$ cat src/rtl/bky_shift_engine_pkg.sv
// Shared definitions for the Buckeye config-chain shift engine.
//   - default chain geometry (chip count, bits per chip, shift-clock divider)
//   - sequencer state encoding
//   - popcount helper used to size a shift sequence from the chip mask
package bky_shift_engine_pkg;

  localparam int NCHIP_DEF   = 6;
  localparam int BPC_DEF     = 48;
  localparam int CLK_DIV_DEF = 20;

  typedef enum logic [1:0] {
    ST_IDLE = 2'd0,
    ST_LO   = 2'd1,
    ST_HI   = 2'd2,
    ST_FIN  = 2'd3
  } state_t;

  // Masks wider than 32 chips are not expected on one chain.
  function automatic int popcount(input logic [31:0] v);
    int n;
    n = 0;
    for (int i = 0; i < 32; i++) begin
      if (v[i]) n++;
    end
    return n;
  endfunction

endpackage

$ cat src/rtl/bky_shift_engine_if.sv
// Handshake and chip-pin bundle of the shift engine.
//   master : data source / chip side (drives start, abort, mask, din, drtn)
//   slave  : the shift engine (drives din_rd, dout, dout_vld, dsnd, bclk, busy, done)
interface bky_shift_engine_if import bky_shift_engine_pkg::*; #(parameter int NCHIP = NCHIP_DEF);

  logic             start;
  logic             abort;
  logic [NCHIP-1:0] mask;
  logic             din;
  logic             din_rd;
  logic             dout;
  logic             dout_vld;
  logic [NCHIP-1:0] drtn;
  logic [NCHIP-1:0] dsnd;
  logic [NCHIP-1:0] bclk;
  logic             busy;
  logic             done;

  modport master (
    output start, abort, mask, din, drtn,
    input  din_rd, dout, dout_vld, dsnd, bclk, busy, done
  );

  modport slave (
    input  start, abort, mask, din, drtn,
    output din_rd, dout, dout_vld, dsnd, bclk, busy, done
  );

endinterface

$ cat src/rtl/bky_shift_engine_chain_mux.sv
// Combinational daisy-chain routing for the selected chips.
//   msk       : latched chip selection (never all-zero in use)
//   sdo       : serial bit currently presented by the engine
//   drtn      : per-chip serial return
//   dsnd      : per-chip serial input
//   chain_end : return of the highest selected chip
// The first selected chip takes sdo; each later selected chip takes the
// return of the selected chip below it. Unselected chips just see sdo
// (their BCLK is held low, so the value is harmless).
module bky_chain_mux import bky_shift_engine_pkg::*; #(
  parameter int NCHIP = NCHIP_DEF
) (
  input  logic [NCHIP-1:0] msk,
  input  logic             sdo,
  input  logic [NCHIP-1:0] drtn,
  output logic [NCHIP-1:0] dsnd,
  output logic             chain_end
);

  always_comb begin
    logic carry;
    carry = sdo;
    dsnd  = '0;
    for (int i = 0; i < NCHIP; i++) begin
      dsnd[i] = msk[i] ? carry : sdo;
      if (msk[i]) carry = drtn[i];
    end
    chain_end = carry;
  end

endmodule

$ cat src/rtl/bky_shift_engine.sv
// Self-timed shift sequencer for a daisy chain of Buckeye amplifier config chips.
//   clk  : system clock
//   rst  : asynchronous, active-high reset
//   bus  : slave side of bky_shift_engine_if (start/abort/mask/din in,
//          din_rd/dout/dout_vld pull-and-return handshake, dsnd/bclk/drtn
//          chip pins, busy/done status)
// Each bit takes CLK_DIV cycles of BCLK low (DIN pulled on the first) and
// CLK_DIV cycles of BCLK high; the chain end is captured on the last high edge.
//
// state | meaning
// IDLE  | waiting for start; bclk low
// LO    | bclk low half-period; first cycle pulls the next DIN bit
// HI    | bclk high on selected chips; last cycle samples chain end
// FIN   | single cycle, done pulse, then back to IDLE
module bky_shift_engine import bky_shift_engine_pkg::*; #(
  parameter int NCHIP   = NCHIP_DEF,
  parameter int BPC     = BPC_DEF,
  parameter int CLK_DIV = CLK_DIV_DEF
) (
  input logic                    clk,
  input logic                    rst,
  bky_shift_engine_if.slave      bus
);

  localparam int CNT_W = $clog2(NCHIP * BPC + 1);
  localparam int DIV_W = $clog2(CLK_DIV);
  localparam logic [DIV_W-1:0] DIV_TOP  = DIV_W'(CLK_DIV - 1);
  localparam logic [NCHIP-1:0] ALL_ONES = '1;

  state_t           state, state_nxt;
  logic [DIV_W-1:0] div_cnt, div_nxt;
  logic [CNT_W-1:0] bit_cnt, bit_nxt, nbits;
  logic [NCHIP-1:0] msk_r, mask_eff, bclk_d;
  logic             sdo, chain_end;
  logic             accept, sample;
  logic             din_rd_d, dout_vld_d, busy_d, done_d;

  assign mask_eff = (bus.mask == '0) ? ALL_ONES : bus.mask;
  assign accept   = (state == ST_IDLE) && bus.start && !bus.abort;
  // Chain end is captured at the falling BCLK edge, before the chips shift.
  assign sample   = (state == ST_HI) && (div_cnt == '0) && !bus.abort;

  bky_chain_mux #(.NCHIP(NCHIP)) u_chain_mux (
    .msk       (msk_r),
    .sdo       (sdo),
    .drtn      (bus.drtn),
    .dsnd      (bus.dsnd),
    .chain_end (chain_end)
  );

  always_ff @(posedge clk or posedge rst) begin
    if (rst) begin
      state        <= ST_IDLE;
      div_cnt      <= '0;
      bit_cnt      <= '0;
      nbits        <= '0;
      msk_r        <= ALL_ONES;
      sdo          <= 1'b0;
      bus.din_rd   <= 1'b0;
      bus.dout     <= 1'b0;
      bus.dout_vld <= 1'b0;
      bus.bclk     <= '0;
      bus.busy     <= 1'b0;
      bus.done     <= 1'b0;
    end else begin
      state   <= state_nxt;
      div_cnt <= div_nxt;
      bit_cnt <= bit_nxt;
      if (accept) begin
        msk_r <= mask_eff;
        nbits <= CNT_W'(popcount(32'(mask_eff)) * BPC);
      end
      if (bus.din_rd) sdo <= bus.din;
      if (sample) bus.dout <= chain_end;
      bus.din_rd   <= din_rd_d;
      bus.dout_vld <= dout_vld_d;
      bus.bclk     <= bclk_d;
      bus.busy     <= busy_d;
      bus.done     <= done_d;
    end
  end

  always_comb begin
    state_nxt = state;
    div_nxt   = div_cnt;
    bit_nxt   = bit_cnt;
    if (bus.abort) begin
      state_nxt = ST_IDLE;
    end else begin
      case (state)
        ST_IDLE: begin
          if (bus.start) begin
            state_nxt = ST_LO;
            div_nxt   = DIV_TOP;
            bit_nxt   = '0;
          end
        end
        ST_LO: begin
          if (div_cnt == '0) begin
            state_nxt = ST_HI;
            div_nxt   = DIV_TOP;
          end else begin
            div_nxt = div_cnt - 1'b1;
          end
        end
        ST_HI: begin
          if (div_cnt == '0) begin
            bit_nxt   = bit_cnt + 1'b1;
            div_nxt   = DIV_TOP;
            state_nxt = (bit_nxt == nbits) ? ST_FIN : ST_LO;
          end else begin
            div_nxt = div_cnt - 1'b1;
          end
        end
        default: state_nxt = ST_IDLE;
      endcase
    end
  end

  // Outputs are decoded from the next state and registered, so bclk and the
  // strobes come straight from flops.
  always_comb begin
    din_rd_d   = (state_nxt == ST_LO) && (state != ST_LO);
    dout_vld_d = sample;
    busy_d     = (state_nxt != ST_IDLE);
    done_d     = (state_nxt == ST_FIN);
    bclk_d     = (state_nxt == ST_HI) ? msk_r : '0;
  end

endmodule

$ cat src/flat_wrapper.sv
// flat-port wrapper written by rule: the top's interface ports become plain ports
module bky_shift_engine_flat import bky_shift_engine_pkg::*;
#(
  parameter int NCHIP   = NCHIP_DEF,
  parameter int BPC     = BPC_DEF,
  parameter int CLK_DIV = CLK_DIV_DEF
)
  (clk, rst, bus_start, bus_abort, bus_mask, bus_din, bus_drtn, bus_din_rd, bus_dout, bus_dout_vld, bus_dsnd, bus_bclk, bus_busy, bus_done);
  bky_shift_engine_if #(.NCHIP(NCHIP)) bus_i ();
  input logic clk;
  input logic rst;
  input wire logic [$bits(bus_i.start)-1:0] bus_start;
  input wire logic [$bits(bus_i.abort)-1:0] bus_abort;
  input wire logic [$bits(bus_i.mask)-1:0] bus_mask;
  input wire logic [$bits(bus_i.din)-1:0] bus_din;
  input wire logic [$bits(bus_i.drtn)-1:0] bus_drtn;
  output wire logic [$bits(bus_i.din_rd)-1:0] bus_din_rd;
  output wire logic [$bits(bus_i.dout)-1:0] bus_dout;
  output wire logic [$bits(bus_i.dout_vld)-1:0] bus_dout_vld;
  output wire logic [$bits(bus_i.dsnd)-1:0] bus_dsnd;
  output wire logic [$bits(bus_i.bclk)-1:0] bus_bclk;
  output wire logic [$bits(bus_i.busy)-1:0] bus_busy;
  output wire logic [$bits(bus_i.done)-1:0] bus_done;
  assign bus_i.start = bus_start;
  assign bus_i.abort = bus_abort;
  assign bus_i.mask = bus_mask;
  assign bus_i.din = bus_din;
  assign bus_i.drtn = bus_drtn;
  assign bus_din_rd = bus_i.din_rd;
  assign bus_dout = bus_i.dout;
  assign bus_dout_vld = bus_i.dout_vld;
  assign bus_dsnd = bus_i.dsnd;
  assign bus_bclk = bus_i.bclk;
  assign bus_busy = bus_i.busy;
  assign bus_done = bus_i.done;
  bky_shift_engine #(.NCHIP(NCHIP), .BPC(BPC), .CLK_DIV(CLK_DIV)) u_core (.clk(clk), .rst(rst), .bus(bus_i));
endmodule
$ cat config.mk
export PLATFORM = sky130hd
export DESIGN_NAME = bky_shift_engine_flat
export DESIGN_NICKNAME = d
export VERILOG_FILES = /design/src/rtl/bky_shift_engine_pkg.sv /design/src/rtl/bky_shift_engine_if.sv /design/src/rtl/bky_shift_engine_chain_mux.sv /design/src/rtl/bky_shift_engine.sv /design/src/flat_wrapper.sv
export SDC_FILE = /design/constraint.sdc
export NUM_CORES = 1
export LEC_CHECK = 0
export CAP_MARGIN = 20
export CORE_ASPECT_RATIO = 1.5
export CORE_MARGIN = 8
export CORE_UTILIZATION = 57
export DETAILED_ROUTE_END_ITERATION = 8
export DONT_BUFFER_PORTS = 1
export GPL_TIMING_DRIVEN = 1
export HOLD_SLACK_MARGIN = 0.1
export PLACE_DENSITY = 0.75
export SLEW_MARGIN = 0
export SYNTH_ARGS = -nofsm -noshare
export SYNTH_HDL_FRONTEND = slang
export SYNTH_SLANG_ARGS = --single-unit
$ cat constraint.sdc
create_clock -name clk -period 6.7 [get_ports clk]
set_input_delay 1.675 -clock clk [delete_from_list [all_inputs] [get_ports clk]]
set_output_delay 1.675 -clock clk [all_outputs]
set_load 0.05 [all_outputs]
==> flow_metrics.tcl <==
set metrics [dict create \
    globalplace.congestion 0.8820 \
    seqPwrFrac_pct 40.3 \
    ys_types 58 \
    cts_max_path_buffers 2 \
    worst-setup-path-type "input port to flip-flop" \
    cts_tree "yes" \
    grtUsageTotal_pct 16.91 \
    worst_pin_slew_ns 1.097 \
    end_kind "flip-flop" \
    areaGrowthSynthToFinish_pct 6.000 \
    sw_frac_of_total_pct 33.74 \
    report.final.slew_viol_count 0 \
    power.density_nw_per_um2 261.1 \
    fin_area_um2 2851 \
    postPlaceCellArea_um2 2719 \
    critPathLaunch "bus_mask[0]" \
    grt_pass1_wl_mm 9.867 \
    p_comb_share_pct 28.6 \
    p_clk_share_pct 31.1 \
    cts_sinks 39 \
    grt_start_max_net_pins 40 \
    synth_common_cells "nand2_1 (44), dfrtp_1 (33), o21ai_0 (30)" \
    grt-ovfl-total 0 \
    skew_ns 0.006739 \
    setup_viol 0 \
    cts_setup_buffers 0 \
    synth_edf_count 0 \
    via_count 2230 \
    post-route-util_pct 62.78 \
    fin_crit_sh_pct 87.08 \
    detailed_place_hpwl_mm 4.510 \
    syn_avg_cell_area_um2 8.595 \
    htreeDepth 2 \
    fp.coreArea_um2 4542 \
    worstPathMaxFanout 12 \
    reg2reg_from "u_core.bit_cnt[0]$_DFFE_PP0P_" \
    critPathLaunchType "input port" \
    drive_gt1_share_pct 8.414 \
    ys_seq_area_share_pct 36.56 \
    hold_class "flip-flop to flip-flop" \
    yosysTopAreaCellShare_pct 30.70 \
    arrival_ns 6.00 \
    min_from "u_core.msk_r[3]$_DFFE_PP1P_" \
    synth_area_leaders "dfrtp_1 (31%), ha_1 (6.5%), nand2_1 (6.1%), dfstp_2 (5.9%), o21ai_0 (5.6%)" \
    ant_nets 0 \
    wire_per_inst_um 15.64 \
    totalWireLength_mm 5.833 \
    clk_pin_slew_ns 0.08 \
    antenna_found_initial 0 \
    ir_drop_mv 0.1388 \
    synth_fp_nets 345 \
    drt-initial-drc-count 127 \
    hold_violations 0 \
    intPower_mw 0.4933 \
    remaining_drc_errors 0 \
    drv_cap 0 \
    io_pins 34 \
    io_buffer_count 0 \
    crit_required_ns 6.87 \
    yosysMostFrequentCell "nand2_1" \
    diodes 0 \
    die_h_um 100.1 \
    ys_seq_elements 39 \
    yosys.area.top_type "dfrtp_1" \
    async_flop_share_pct 100.0 \
    die_w_um 72.09 \
    max_freq_ghz 0.1714 \
    fin_crit_ns 5.834 \
    leakagePower_nw 1.249 \
    syn_inst 313 \
    placementRows 30 \
    drtPass1Iterations 4 \
    viasPerCell 5.979 \
    cts-root-buf "clkbuf_8" \
    grt_pass1_vias 2113 \
    initial_core_util_pct 59.23 \
    rsz0062_at_grt "no" \
    synth_ff_type "dfrtp_1" \
    fin_tns_setup_ns 0 \
    cts-hold-fix-buffers 0 \
    final_nets 340 \
    switchingPower_mw 0.2512 \
    die_area_um2 7219 \
    clock_latency_ns 0.29 \
    yosys_warnings 0 \
    relSlewSlack_pct 24.79 \
    cts_resized 0 \
    syn_area_um2 2690 \
    outcome "completed" \
    cts_buffers 5 \
]
-- kinds of logic after synthesis --
family / Yosys count / share of synthesized area [%]
AOI/OAI and AO/OA: 77 / 18.42
xor gates and xnor gates: 20 / 7.023
adders and majority gates: 15 / 7.256
buffers and inverters: 28 / 4.279
DFF: 39 / 36.56
muxes: 5 / 1.953
and+or+nand+nor: 129 / 24.51
-- stage by stage --
stage	hold slack, ns	worst slack [ns]	std cells	power (mW)
after floorplan	0.4576	0.8825	313	0.4823
after global placement	0.4780	0.7508	365	0.5108
after detailed placement	0.4870	0.6081	365	0.5172
after CTS	0.4988	0.9021	373	0.7493
after global routing	0.5266	0.5422	373	0.7842
final	0.4952	0.8657	373	0.7445
-- cells in the final DEF, fill, tap and decap left out, types with 2 or more instances in the layout --
cell | netlist | final
a211oi_1 | 4 | 4
inv_1 | 14 | 14
or3_1 | 5 | 5
a21oi_1 | 14 | 14
nand4_1 | 4 | 4
a31oi_1 | 2 | 2
a21o_1 | 2 | 2
dfrtp_1 | 33 | 33
or2_1 | 2 | 2
nor2_1 | 23 | 23
nor3_1 | 9 | 9
dfstp_2 | 6 | 6
xor2_1 | 7 | 7
nand3_1 | 6 | 6
nand2b_1 | 7 | 7
o21ai_1 | 0 | 2
or2_2 | 2 | 2
a22o_1 | 2 | 2
o211ai_1 | 3 | 3
nand2_1 | 44 | 44
o31ai_1 | 3 | 3
bufinv_16 | 0 | 2
o41ai_1 | 3 | 3
mux2_2 | 2 | 2
and2_1 | 10 | 10
nor2b_1 | 4 | 4
clkbuf_8 | 0 | 5
o21ai_0 | 30 | 28
ha_1 | 14 | 14
mux2i_1 | 3 | 3
o21a_1 | 2 | 2
nand3b_1 | 3 | 3
xnor2_1 | 12 | 12
-- routing by layer --
metal	part of all wire, %	GRT usage, %	vias up
li1	-	-	1088
met5	0	0	-
met3	4.9	4.092	8
met4	2.0	7.741	0
met1	40	17.48	1084
met2	53	30.77	50
-- worst max-delay path, stage by stage --
cell,delay (ns)
nor4_2,0.48
nand2_1,0.17
nand2b_1,0.14
ha_1,0.36
xnor2_1,0.19
ha_1,0.33
xor2_1,0.16
o21ai_0,0.10
o211ai_1,0.14
inv_1,0.11
ha_1,0.21
nand2_1,0.09
xnor2_1,0.14
xnor2_1,0.17
ha_1,0.27
ha_1,0.22
fa_1,0.38
xor2_1,0.22
nor2_1,0.09
a311oi_1,0.27
nand3b_1,0.11
-- flip-flops by register name (all words and copies together) (netlist names) --
| signal | flops |
|---|---|
| u_core.bus.din_rd | 1 |
| u_core.div_cnt | 5 |
| u_core.msk_r | 6 |
| u_core.bus.busy | 1 |
| u_core.bus.bclk | 6 |
| u_core.bus.dout_vld | 1 |
| u_core.state | 2 |
| u_core.nbits | 5 |
| u_core.sdo | 1 |
| u_core.bit_cnt | 9 |
| u_core.bus.dout | 1 |
| u_core.bus.done | 1 |
-- final cells by class --
type	count	area, µm²
fill	389	1690
multi-input combinational	246	1592
sequential	39	983.4
tap	64	80.08
clock buffer	6	72.57
clock inverter	2	60.06
inverter	15	56.30
timing repair buffer	1	7.507
-- power by group through the flow --
stage                     clock network, mW  registers [mW]  logic [mW]
after floorplan                           0           0.292       0.191
after global placement                    0           0.304       0.207
after detailed placement                  0           0.305       0.212
after CTS                             0.235           0.300       0.214
after global routing                  0.245           0.304       0.235
final                                 0.232           0.300       0.213
-- worst paths after layout --
path                            slack (ns)                          end  cells past startpoint
worst max register to register        4.17  u_core.bus.din_rd$_DFF_PP0_                      8
min in group asynchronous             1.39    u_core.state[1]$_DFF_PP0_                      2
worst min register to register        0.50  u_core.msk_r[3]$_DFFE_PP1P_                      2
max in group asynchronous             4.96  u_core.msk_r[2]$_DFFE_PP1P_                      2
worst max-delay path                  0.87  u_core.nbits[8]$_DFFE_PP0P_                     21
worst min-delay path                  0.50  u_core.msk_r[3]$_DFFE_PP1P_                      2
No activity file was read; power rests on OpenSTA's default activity.
